==> src/rtl/hamming_pkg.sv <==
// ============================================================================
// Module      : hamming_pkg
// Description : Shared constants and encode/syndrome functions for the
//               (22,16) Hamming SECDED code used by encoder and decoder.
// Revision    : 1.0 - initial release
// ============================================================================
`default_nettype none

package hamming_pkg;

  localparam int DATA_W = 16;
  localparam int CHK_W  = 6;
  localparam int HAM_W  = 5;
  localparam int NPOS   = 21;

  // Hamming position of data[i] lives in bits [5*i +: 5]; powers of two are skipped.
  localparam logic [DATA_W*HAM_W-1:0] DATA_POS_MAP = {
    5'd21, 5'd20, 5'd19, 5'd18, 5'd17,
    5'd15, 5'd14, 5'd13, 5'd12, 5'd11, 5'd10, 5'd9,
    5'd7,  5'd6,  5'd5,
    5'd3
  };

  function automatic logic [HAM_W-1:0] data_pos(input int idx);
    return DATA_POS_MAP[idx*HAM_W +: HAM_W];
  endfunction

  // check[4:0] cancels the data positions' XOR; check[5] makes all 22 bits even.
  function automatic logic [CHK_W-1:0] hamming_encode(input logic [DATA_W-1:0] data);
    logic [HAM_W-1:0] s;
    logic             p;
    s = '0;
    for (int i = 0; i < DATA_W; i++) begin
      if (data[i]) s = s ^ data_pos(i);
    end
    p = (^data) ^ (^s);
    return {p, s};
  endfunction

  // Returns {overall parity, syndrome}.
  function automatic logic [CHK_W-1:0] hamming_syndrome(input logic [DATA_W-1:0] data,
                                                        input logic [CHK_W-1:0]  check);
    logic [HAM_W-1:0] s;
    logic             p;
    s = check[HAM_W-1:0];
    for (int i = 0; i < DATA_W; i++) begin
      if (data[i]) s = s ^ data_pos(i);
    end
    p = (^data) ^ (^check);
    return {p, s};
  endfunction

endpackage

`default_nettype wire

==> src/rtl/hamming_correct.sv <==
// ============================================================================
// Module      : hamming_correct
// Description : Combinational corrector between decoder stages: single-bit
//               flip, error classification and scrub check regeneration.
// Revision    : 1.0 - initial release
// ============================================================================
`default_nettype none

module hamming_correct
  import hamming_pkg::*;
(
  input  logic [DATA_W-1:0] data_i,
  input  logic [HAM_W-1:0]  syn_i,
  input  logic              par_i,
  output logic [DATA_W-1:0] data_o,
  output logic [CHK_W-1:0]  check_o,
  output logic              err_single_o,
  output logic              err_double_o
);

  always_comb begin
    data_o       = data_i;
    err_single_o = 1'b0;
    err_double_o = 1'b0;
    if (syn_i == '0) begin
      // Zero syndrome with odd parity means only check[5] flipped.
      err_single_o = par_i;
    end else if (par_i && (syn_i <= HAM_W'(NPOS))) begin
      err_single_o = 1'b1;
      for (int i = 0; i < DATA_W; i++) begin
        if (data_pos(i) == syn_i) data_o[i] = ~data_i[i];
      end
    end else begin
      err_double_o = 1'b1;
    end
  end

  assign check_o = hamming_encode(data_o);

endmodule

`default_nettype wire

==> src/rtl/hamming_secded_decoder.sv <==
// ============================================================================
// Module      : hamming_secded_decoder
// Description : Two-stage valid/ready SECDED decoder with scrub check output.
//               Define HAMMING_ERR_CNT_EN to build the saturating error counters.
// Revision    : 1.0 - initial release
// ============================================================================
`default_nettype none

module hamming_secded_decoder #(
  parameter int DATA_W = 16,
  parameter int CHK_W  = 6
) (
  input  logic              clk,
  input  logic              rst,
  input  logic              in_valid,
  output logic              in_ready,
  input  logic [DATA_W-1:0] in_data,
  input  logic [CHK_W-1:0]  in_check,
  output logic              out_valid,
  input  logic              out_ready,
  output logic [DATA_W-1:0] out_data,
  output logic [CHK_W-1:0]  out_check,
  output logic              err_single,
  output logic              err_double,
  output logic [4:0]        syndrome,
  input  logic              clr_cnt,
  output logic [7:0]        single_cnt,
  output logic [7:0]        double_cnt
);

  import hamming_pkg::*;

  logic              s1_valid_q, s1_valid_d;
  logic [DATA_W-1:0] s1_data_q, s1_data_d;
  logic [4:0]        s1_syn_q, s1_syn_d;
  logic              s1_par_q, s1_par_d;

  logic              s2_valid_q, s2_valid_d;
  logic [DATA_W-1:0] out_data_q, out_data_d;
  logic [CHK_W-1:0]  out_check_q, out_check_d;
  logic              err_single_q, err_single_d;
  logic              err_double_q, err_double_d;
  logic [4:0]        syn_q, syn_d;

  logic              s1_adv, s2_adv;
  logic [CHK_W-1:0]  in_ps;
  logic [DATA_W-1:0] corr_data;
  logic [CHK_W-1:0]  corr_check;
  logic              corr_single, corr_double;

  assign s2_adv   = !s2_valid_q || out_ready;
  assign s1_adv   = !s1_valid_q || s2_adv;
  assign in_ready = s1_adv;
  assign in_ps    = hamming_syndrome(in_data, in_check);

  hamming_correct u_correct (
    .data_i       (s1_data_q),
    .syn_i        (s1_syn_q),
    .par_i        (s1_par_q),
    .data_o       (corr_data),
    .check_o      (corr_check),
    .err_single_o (corr_single),
    .err_double_o (corr_double)
  );

  always_comb begin
    s1_valid_d   = s1_valid_q;
    s1_data_d    = s1_data_q;
    s1_syn_d     = s1_syn_q;
    s1_par_d     = s1_par_q;
    s2_valid_d   = s2_valid_q;
    out_data_d   = out_data_q;
    out_check_d  = out_check_q;
    err_single_d = err_single_q;
    err_double_d = err_double_q;
    syn_d        = syn_q;
    if (s1_adv) begin
      s1_valid_d = in_valid;
      if (in_valid) begin
        s1_data_d = in_data;
        s1_syn_d  = in_ps[4:0];
        s1_par_d  = in_ps[5];
      end
    end
    // S2 registers only change on advance, so stalled outputs hold stable.
    if (s2_adv) begin
      s2_valid_d = s1_valid_q;
      if (s1_valid_q) begin
        out_data_d   = corr_data;
        out_check_d  = corr_check;
        err_single_d = corr_single;
        err_double_d = corr_double;
        syn_d        = s1_syn_q;
      end
    end
  end

  always_ff @(posedge clk or posedge rst) begin
    if (rst) begin
      s1_valid_q   <= 1'b0;
      s1_data_q    <= '0;
      s1_syn_q     <= '0;
      s1_par_q     <= 1'b0;
      s2_valid_q   <= 1'b0;
      out_data_q   <= '0;
      out_check_q  <= '0;
      err_single_q <= 1'b0;
      err_double_q <= 1'b0;
      syn_q        <= '0;
    end else begin
      s1_valid_q   <= s1_valid_d;
      s1_data_q    <= s1_data_d;
      s1_syn_q     <= s1_syn_d;
      s1_par_q     <= s1_par_d;
      s2_valid_q   <= s2_valid_d;
      out_data_q   <= out_data_d;
      out_check_q  <= out_check_d;
      err_single_q <= err_single_d;
      err_double_q <= err_double_d;
      syn_q        <= syn_d;
    end
  end

  assign out_valid  = s2_valid_q;
  assign out_data   = out_data_q;
  assign out_check  = out_check_q;
  assign err_single = err_single_q;
  assign err_double = err_double_q;
  assign syndrome   = syn_q;

`ifdef HAMMING_ERR_CNT_EN
  logic [7:0] single_cnt_q, single_cnt_d;
  logic [7:0] double_cnt_q, double_cnt_d;
  logic       xfer;

  assign xfer = s2_valid_q && out_ready;

  always_comb begin
    single_cnt_d = single_cnt_q;
    double_cnt_d = double_cnt_q;
    if (clr_cnt) begin
      single_cnt_d = '0;
      double_cnt_d = '0;
    end else if (xfer) begin
      if (err_single_q && (single_cnt_q != 8'hFF)) single_cnt_d = single_cnt_q + 8'd1;
      if (err_double_q && (double_cnt_q != 8'hFF)) double_cnt_d = double_cnt_q + 8'd1;
    end
  end

  always_ff @(posedge clk or posedge rst) begin
    if (rst) begin
      single_cnt_q <= '0;
      double_cnt_q <= '0;
    end else begin
      single_cnt_q <= single_cnt_d;
      double_cnt_q <= double_cnt_d;
    end
  end

  assign single_cnt = single_cnt_q;
  assign double_cnt = double_cnt_q;
`else
  logic unused_clr_cnt;
  assign unused_clr_cnt = clr_cnt;
  assign single_cnt     = '0;
  assign double_cnt     = '0;
`endif

endmodule

`default_nettype wire
==> config.mk <==
export PLATFORM = sky130hd
export DESIGN_NAME = hamming_secded_decoder
export DESIGN_NICKNAME = d
export VERILOG_FILES = /design/src/rtl/hamming_pkg.sv /design/src/rtl/hamming_correct.sv /design/src/rtl/hamming_secded_decoder.sv
export SDC_FILE = /design/constraint.sdc
export NUM_CORES = 1
export LEC_CHECK = 0
export CAP_MARGIN = 10
export CORE_MARGIN = 2
export CORE_UTILIZATION = 50
export DETAILED_ROUTE_END_ITERATION = 8
export GPL_TIMING_DRIVEN = 1
export HOLD_SLACK_MARGIN = 0.02
export PLACE_DENSITY = 0.83
export SLEW_MARGIN = 20
export SYNTH_ARGS = -nofsm -noshare
export SYNTH_HDL_FRONTEND = slang
export SYNTH_SLANG_ARGS = --single-unit
export TNS_END_PERCENT = 10
==> constraint.sdc <==
create_clock -name clk -period 2.95 [get_ports clk]
set_clock_uncertainty 0.1 [all_clocks]
set_input_delay 0.295 -clock clk [delete_from_list [all_inputs] [get_ports clk]]
set_output_delay 0.295 -clock clk [all_outputs]
set_load 0.03 [all_outputs]
==> results of run 1 <==
==> path summary, 6_finish.rpt <==
check / from / end / cells after the start
worst max-delay path: s1_syn_q[4] / out_check[5] / 6
worst min-delay path: rst / out_data[7] / 2
worst max register to register: s1_syn_q[4] / out_check[5] / 6
worst min register to register: err_double / err_double / 2
max in group asynchronous: rst / out_data[15] / 3
min in group clk: err_double / err_double / 2
==> logic make-up after synthesis <==
group           share of synthesized area (%)
simple gates                             11.3
other cells                             0.118
compound gates                           6.67
xor+xnor                                 27.5
buf+inv                                  6.12
mux                                      6.71
flops                                    41.6
==> cell type report <==
cell class                      instances  area, um2
Clock buffer                            6       72.6
Tap cell                               77       96.3
Timing Repair Buffer                   64        621
Clock inverter                          2       13.8
Sequential cell                        53       1330
Multi-Input combinational cell        240       1720
Inverter                                5       18.8
Fill cell                             545       2370
==> flip-flops by register name, summed over array words and instances, names as in the netlist <==
signal,cells
out_check,6
s1_syn_q,5
syndrome,5
err_single,1
s1_valid_q,1
out_valid,1
s1_par_q,1
err_double,1
s1_data_q,16
out_data,16
==> cells in the final DEF, fill, tap and decap left out, types with 2 or more instances in the layout <==
master           instances
clkbuf_8                 5
conb_1                  16
inv_1                    4
a21oi_1                  3
nand2b_1                 7
xnor2_1                 61
nand3b_1                 4
o21ai_0                 35
nor3_1                   4
nor4_1                   4
or3b_1                   2
buf_4                    8
xnor3_1                  6
nor2_1                   7
nand2_1                 43
mux2_2                  19
xor2_1                  21
dfrtp_1                 53
clkdlybuf4s50_1         56
==> metal layers <==
metal / global-route usage [%] / vias up / wire [um]
met4: 4.40 / 0 / 65
met5: 0 / - / 0
met3: 3.26 / 6 / 261
met1: 24.4 / 1035 / 2750
met2: 31.1 / 60 / 2900
li1: - / 1100 / -
==> stage by stage <==
stage / std cells / hold slack, ns / utilization, % / cell area [um2]
finish: 447 / 0.234 / 62.0 / 3870
global route: 447 / 0.277 / 62.0 / 3870
CTS: 447 / 0.248 / 62.0 / 3870
detailed placement: 439 / 0.369 / 60.6 / 3780
global placement: 439 / 0.363 / 60.6 / 3780
floorplan: 327 / 0.303 / - / 3240
==> power by group through the flow <==
stage | logic (uW) | registers [uW] | clock network (uW)
6_report | 1760 | 1140 | 404
5_1_grt | 1900 | 1180 | 454
4_1_cts | 1780 | 1140 | 424
3_5_place_dp | 1780 | 1150 | 0
3_3_place_gp | 1750 | 1140 | 0
2_1_floorplan | 1090 | 1330 | 0
==> worst max-delay path, delay by kind of cell, from the launching register on <==
| family | cells | cell delay [ns] |
|---|---|---|
| XOR/XNOR | 3 | 0.92 |
| AND/OR/NAND/NOR | 2 | 0.75 |
| flip-flops | 1 | 0.48 |
| multiplexers | 1 | 0.26 |
==> impl_metrics.py, run 1 <==
metrics = {
    "sta": {
        "min_period_ns": 2.62,
        "setup_viol": 0,
        "fmax_mhz": 382,
        "rsz0062_at_grt": "false",
        "hold_violations": 0,
        "setup_tns_ns": 0,
        "period_share_pct": 88.8,
        "slew-limit-headroom_pct": 51.7,
        "slew_violations": 0,
        "tightest_slew_ns": 0.723,
        "setup_ws_ns": 0.329,
    },
    "yosys": {
        "synth-edff-count": 0,
        "syn_avg_cell_area_um2": 10.2,
        "ys_types": 27,
        "ys_seq_elements": 53,
        "yosys-top-cells-count": "xnor2_1, dfrtp_1, nand2_1, o21ai_0, xor2_1",
        "syn_inst": 312,
        "ys_async_sr_fraction_pct": 100,
        "syn_area_um2": 3190,
        "yosys_warnings": 0,
        "ys.flop_type": "dfrtp_1",
        "synth_area_leaders": "dfrtp_1, xnor2_1, mux2_2",
        "synth_most_common_cell": "xnor2_1",
        "synth_top_area_cell": "dfrtp_1",
        "synth_top_area_share_pct": 41.6,
        "yosysSeqAreaShare_pct": 41.6,
    },
    "clock_network": {
        "ctsResizeCount": 0,
        "cts_tree": "done",
        "post_cts_buffers": 0,
        "cts_root_buf": "clkbuf_8",
        "clkTransAtPathRegs_ns": 0.10,
        "numClockSinks": 53,
        "clkLatencyLatePin_ns": 0.31,
        "htree_levels": 2,
        "numCtsBuffers": 5,
        "cts_max_path_buffers": 2,
        "hold_buffers": 0,
    },
    "global_route": {
        "grt_max_degree": 31,
        "antenna_found_initial": 0,
        "gr-total-overflow": 0,
        "grt_pass1_vias": 2171,
        "grt_pass1_wl_um": 10300,
        "track_usage_pct": 18.3,
    },
    "die": {
        "die_w_um": 83.9,
        "ios": 74,
        "dieArea_um2": 7030,
        "core-area_um2": 6240,
        "rows": 29,
        "die-height_um": 83.9,
        "start_util_pct": 51.1,
    },
    "power_and_ir_drop": {
        "p_sw_uw": 1290,
        "pwr-share-seq_pct": 34.5,
        "p_int_uw": 2010,
        "p_clk_share_pct": 12.2,
        "p_leak_uw": 0.00158,
        "cellPowerDensity_nw_per_um2": 852,
        "p_comb_share_pct": 53.3,
        "p_sw_share_pct": 39.2,
        "power_uw": 3300,
        "peakVddDrop_mv": 0.460,
    },
    "critical_path": {
        "slowest_delay_ns": 0.48,
        "crit_arrival_ns": 2.72,
        "cp_slowest_cell": "dfrtp_1",
        "cp_cell_sequence": "nand3b_2 -> or3b_1 -> xnor2_1 -> xnor3_1 -> xnor3_1 -> mux2_2",
        "critPathRequiredTime_ns": 3.05,
        "critical_path.max_fanout": 10,
        "cp-end-kind": "flop",
        "cp_common_cell": "xnor3_1",
        "startpoint_type": "flop",
        "crit_type": "flop to flop",
        "r2r_slack_ns": 0.33,
    },
    "detailed_routing": {
        "viasPerCell": 4.92,
        "first_pass_iters": 5,
        "drtIter0Drc": 108,
        "drt_wl_total_um": 5970,
        "avgRoutedWirePerCell_um": 13.4,
        "final_antenna_net_count": 0,
        "num_vias": 2201,
        "drc_errors": 0,
    },
    "finish": {
        "area_delta_synth_final_pct": 21.4,
        "final_nets": 396,
        "antenna_cells": 0,
        "post_route_cells_drive_above_1_share_pct": 10.5,
    },
    "place": {
        "place_hpwl_um": 4870,
        "port_buffers": 56,
        "gp_congestion": 0.884,
        "pre_cts_ws_ns": 0.352,
    },
    "status": {
        "outcome": "completed",
    },
    "worst_hold_path": {
        "hold_path_class": "input port to asynchronous set/reset pin",
    },
    "flow_run": {
        "cap_violations": 0,
    },
}
Note: power is estimated with default switching activity, not from simulation.
==> inputs of run 2 (changes only) <==
--- a/config.mk
+++ b/config.mk
@@ -8,10 +8,12 @@
 export CAP_MARGIN = 10
 export CORE_MARGIN = 2
 export CORE_UTILIZATION = 50
+export CTS_CLUSTER_SIZE = 24
 export DETAILED_ROUTE_END_ITERATION = 8
 export GPL_TIMING_DRIVEN = 1
 export HOLD_SLACK_MARGIN = 0.02
 export PLACE_DENSITY = 0.83
+export REMOVE_ABC_BUFFERS = 1
 export SLEW_MARGIN = 20
 export SYNTH_ARGS = -nofsm -noshare
 export SYNTH_HDL_FRONTEND = slang
==> run 2 against run 1 <==
Compared with the run above:
- sequential power is essentially flat
- via count increased by 0.77%
- die area unchanged
- design area about the same
- routed wire length grew 1.3%
- global-route usage rose by 0.29 points
- combinational power increased by 3%
- largest cell class unchanged
==> impl_metrics.py, run 2 (synthesized netlist as in run 1, its figures left out) <==
metrics = {
    "die": {
        "die-height_um": 83.9,
        "die_w_um": 83.9,
        "rows": 29,
        "start_util_pct": 51.1,
        "core-area_um2": 6240,
        "ios": 74,
        "dieArea_um2": 7030,
    },
    "detailed_routing": {
        "drt_wl_total_um": 6040,
        "viasPerCell": 4.96,
        "num_vias": 2218,
        "drc_errors": 0,
        "avgRoutedWirePerCell_um": 13.5,
        "drtIter0Drc": 147,
        "final_antenna_net_count": 0,
        "first_pass_iters": 4,
    },
    "clock_network": {
        "cts_root_buf": "clkbuf_8",
        "clkTransAtPathRegs_ns": 0.10,
        "post_cts_buffers": 0,
        "numCtsBuffers": 5,
        "htree_levels": 2,
        "cts_tree": "done",
        "cts_max_path_buffers": 2,
        "hold_buffers": 0,
        "ctsResizeCount": 0,
        "clkLatencyLatePin_ns": 0.31,
        "numClockSinks": 53,
    },
    "critical_path": {
        "crit_arrival_ns": 2.79,
        "critPathRequiredTime_ns": 3.05,
        "critical_path.max_fanout": 10,
        "cp-end-kind": "flop",
        "r2r_slack_ns": 0.26,
        "r2r_start": "s1_syn_q[4]",
        "ff2ff_path_depth": 6,
        "startpoint_type": "flop",
        "worstReg2RegEnd": "out_check[5]",
        "crit_type": "flop to flop",
    },
    "sta": {
        "tightest_slew_ns": 0.837,
        "setup_viol": 0,
        "rsz0062_at_grt": "false",
        "slew-limit-headroom_pct": 44.0,
        "min_period_ns": 2.69,
        "setup_tns_ns": 0,
        "period_share_pct": 91.2,
        "slew_violations": 0,
        "hold_violations": 0,
        "fmax_mhz": 372,
    },
    "status": {
        "outcome": "completed",
    },
    "worst_hold_path": {
        "hold_path_class": "input port to asynchronous set/reset pin",
    },
    "place": {
        "gp_congestion": 0.823,
        "port_buffers": 56,
        "place_hpwl_um": 4860,
        "dp.cells": 439,
    },
    "global_route": {
        "antenna_found_initial": 0,
        "grt_pass1_vias": 2273,
        "track_usage_pct": 18.6,
        "grt_pass1_wl_um": 10500,
        "grt_max_degree": 31,
        "gr-total-overflow": 0,
    },
    "finish": {
        "final_nets": 396,
        "post_route_cells_drive_above_1_share_pct": 10.8,
        "antenna_cells": 0,
        "final_common_cell": "xnor2_1",
        "final_cell_mix": "xnor2_1, clkdlybuf4s50_1, dfrtp_1",
        "instances_no_fill": 447,
        "area_delta_synth_final_pct": 21.5,
    },
    "power_and_ir_drop": {
        "peakVddDrop_mv": 0.408,
        "p_leak_uw": 0.00158,
        "cellPowerDensity_nw_per_um2": 862,
    },
    "flow_run": {
        "cap_violations": 0,
    },
}
## run 2: cell types whose count changed in the layout (fill, tap and decap cells not counted), sizes merged
cell,previous run,this run
clkbuf,6,5
clkinvlp,0,1
## run 2: metrics by stage
stage | cell area, um2 | setup WS (ns) | utilization [%] | total power [uW] | hold slack (ns)
global placement | 3780 | 0.386 | 60.6 | 2880 | 0.364
floorplan | 3070 | 0.550 | - | 2380 | 0.303
CTS | 3870 | 0.263 | 62.1 | 3370 | 0.235
detailed placement | 3780 | 0.309 | 60.6 | 2950 | 0.373
finish | 3870 | 0.258 | 62.1 | 3340 | 0.217
global route | 3870 | 0.174 | 62.1 | 3550 | 0.281
## run 2: routing by layer
metal	track usage, %	wire, um	vias to the layer above
met3	3.56	257	10
met5	0	0	-
met1	23.2	2650	1038
met2	31.9	3020	63
met4	7.04	121	0
li1	-	-	1107
## run 2: worst max path at each step
stage                     start           end  slack (ns)  cells past startpoint
finish              s1_syn_q[4]  out_check[5]        0.26                      6
global route        s1_syn_q[3]  out_check[5]        0.17                      6
CTS                 s1_syn_q[4]  out_check[5]        0.26                      6
detailed placement  s1_syn_q[4]  out_check[5]        0.31                      6
global placement    s1_syn_q[4]  out_check[5]        0.39                      6
floorplan           s1_syn_q[4]  out_check[5]        0.55                      6
## run 2: critical path: stages (launching register included)
cell and delay, ns:
dfrtp_1 0.49, nand3b_2 0.34, or3b_1 0.41, xnor2_1 0.30, xnor3_1 0.32, xnor3_1 0.36, mux2_2 0.26
## run 2: layout make-up
cell class                      instances  area [um2]
Inverter                                5        18.8
Tap cell                               77        96.3
Sequential cell                        53        1330
Clock inverter                          3        21.3
Timing Repair Buffer                   64         621
Multi-Input combinational cell        240        1720
Clock buffer                            5        68.8
Fill cell                             525        2370
## run 2: power breakdown
| part | switching (uW) | internal, uW |
|---|---|---|
| clock network | 243 | 169 |
| logic | 894 | 912 |
| registers | 194 | 928 |
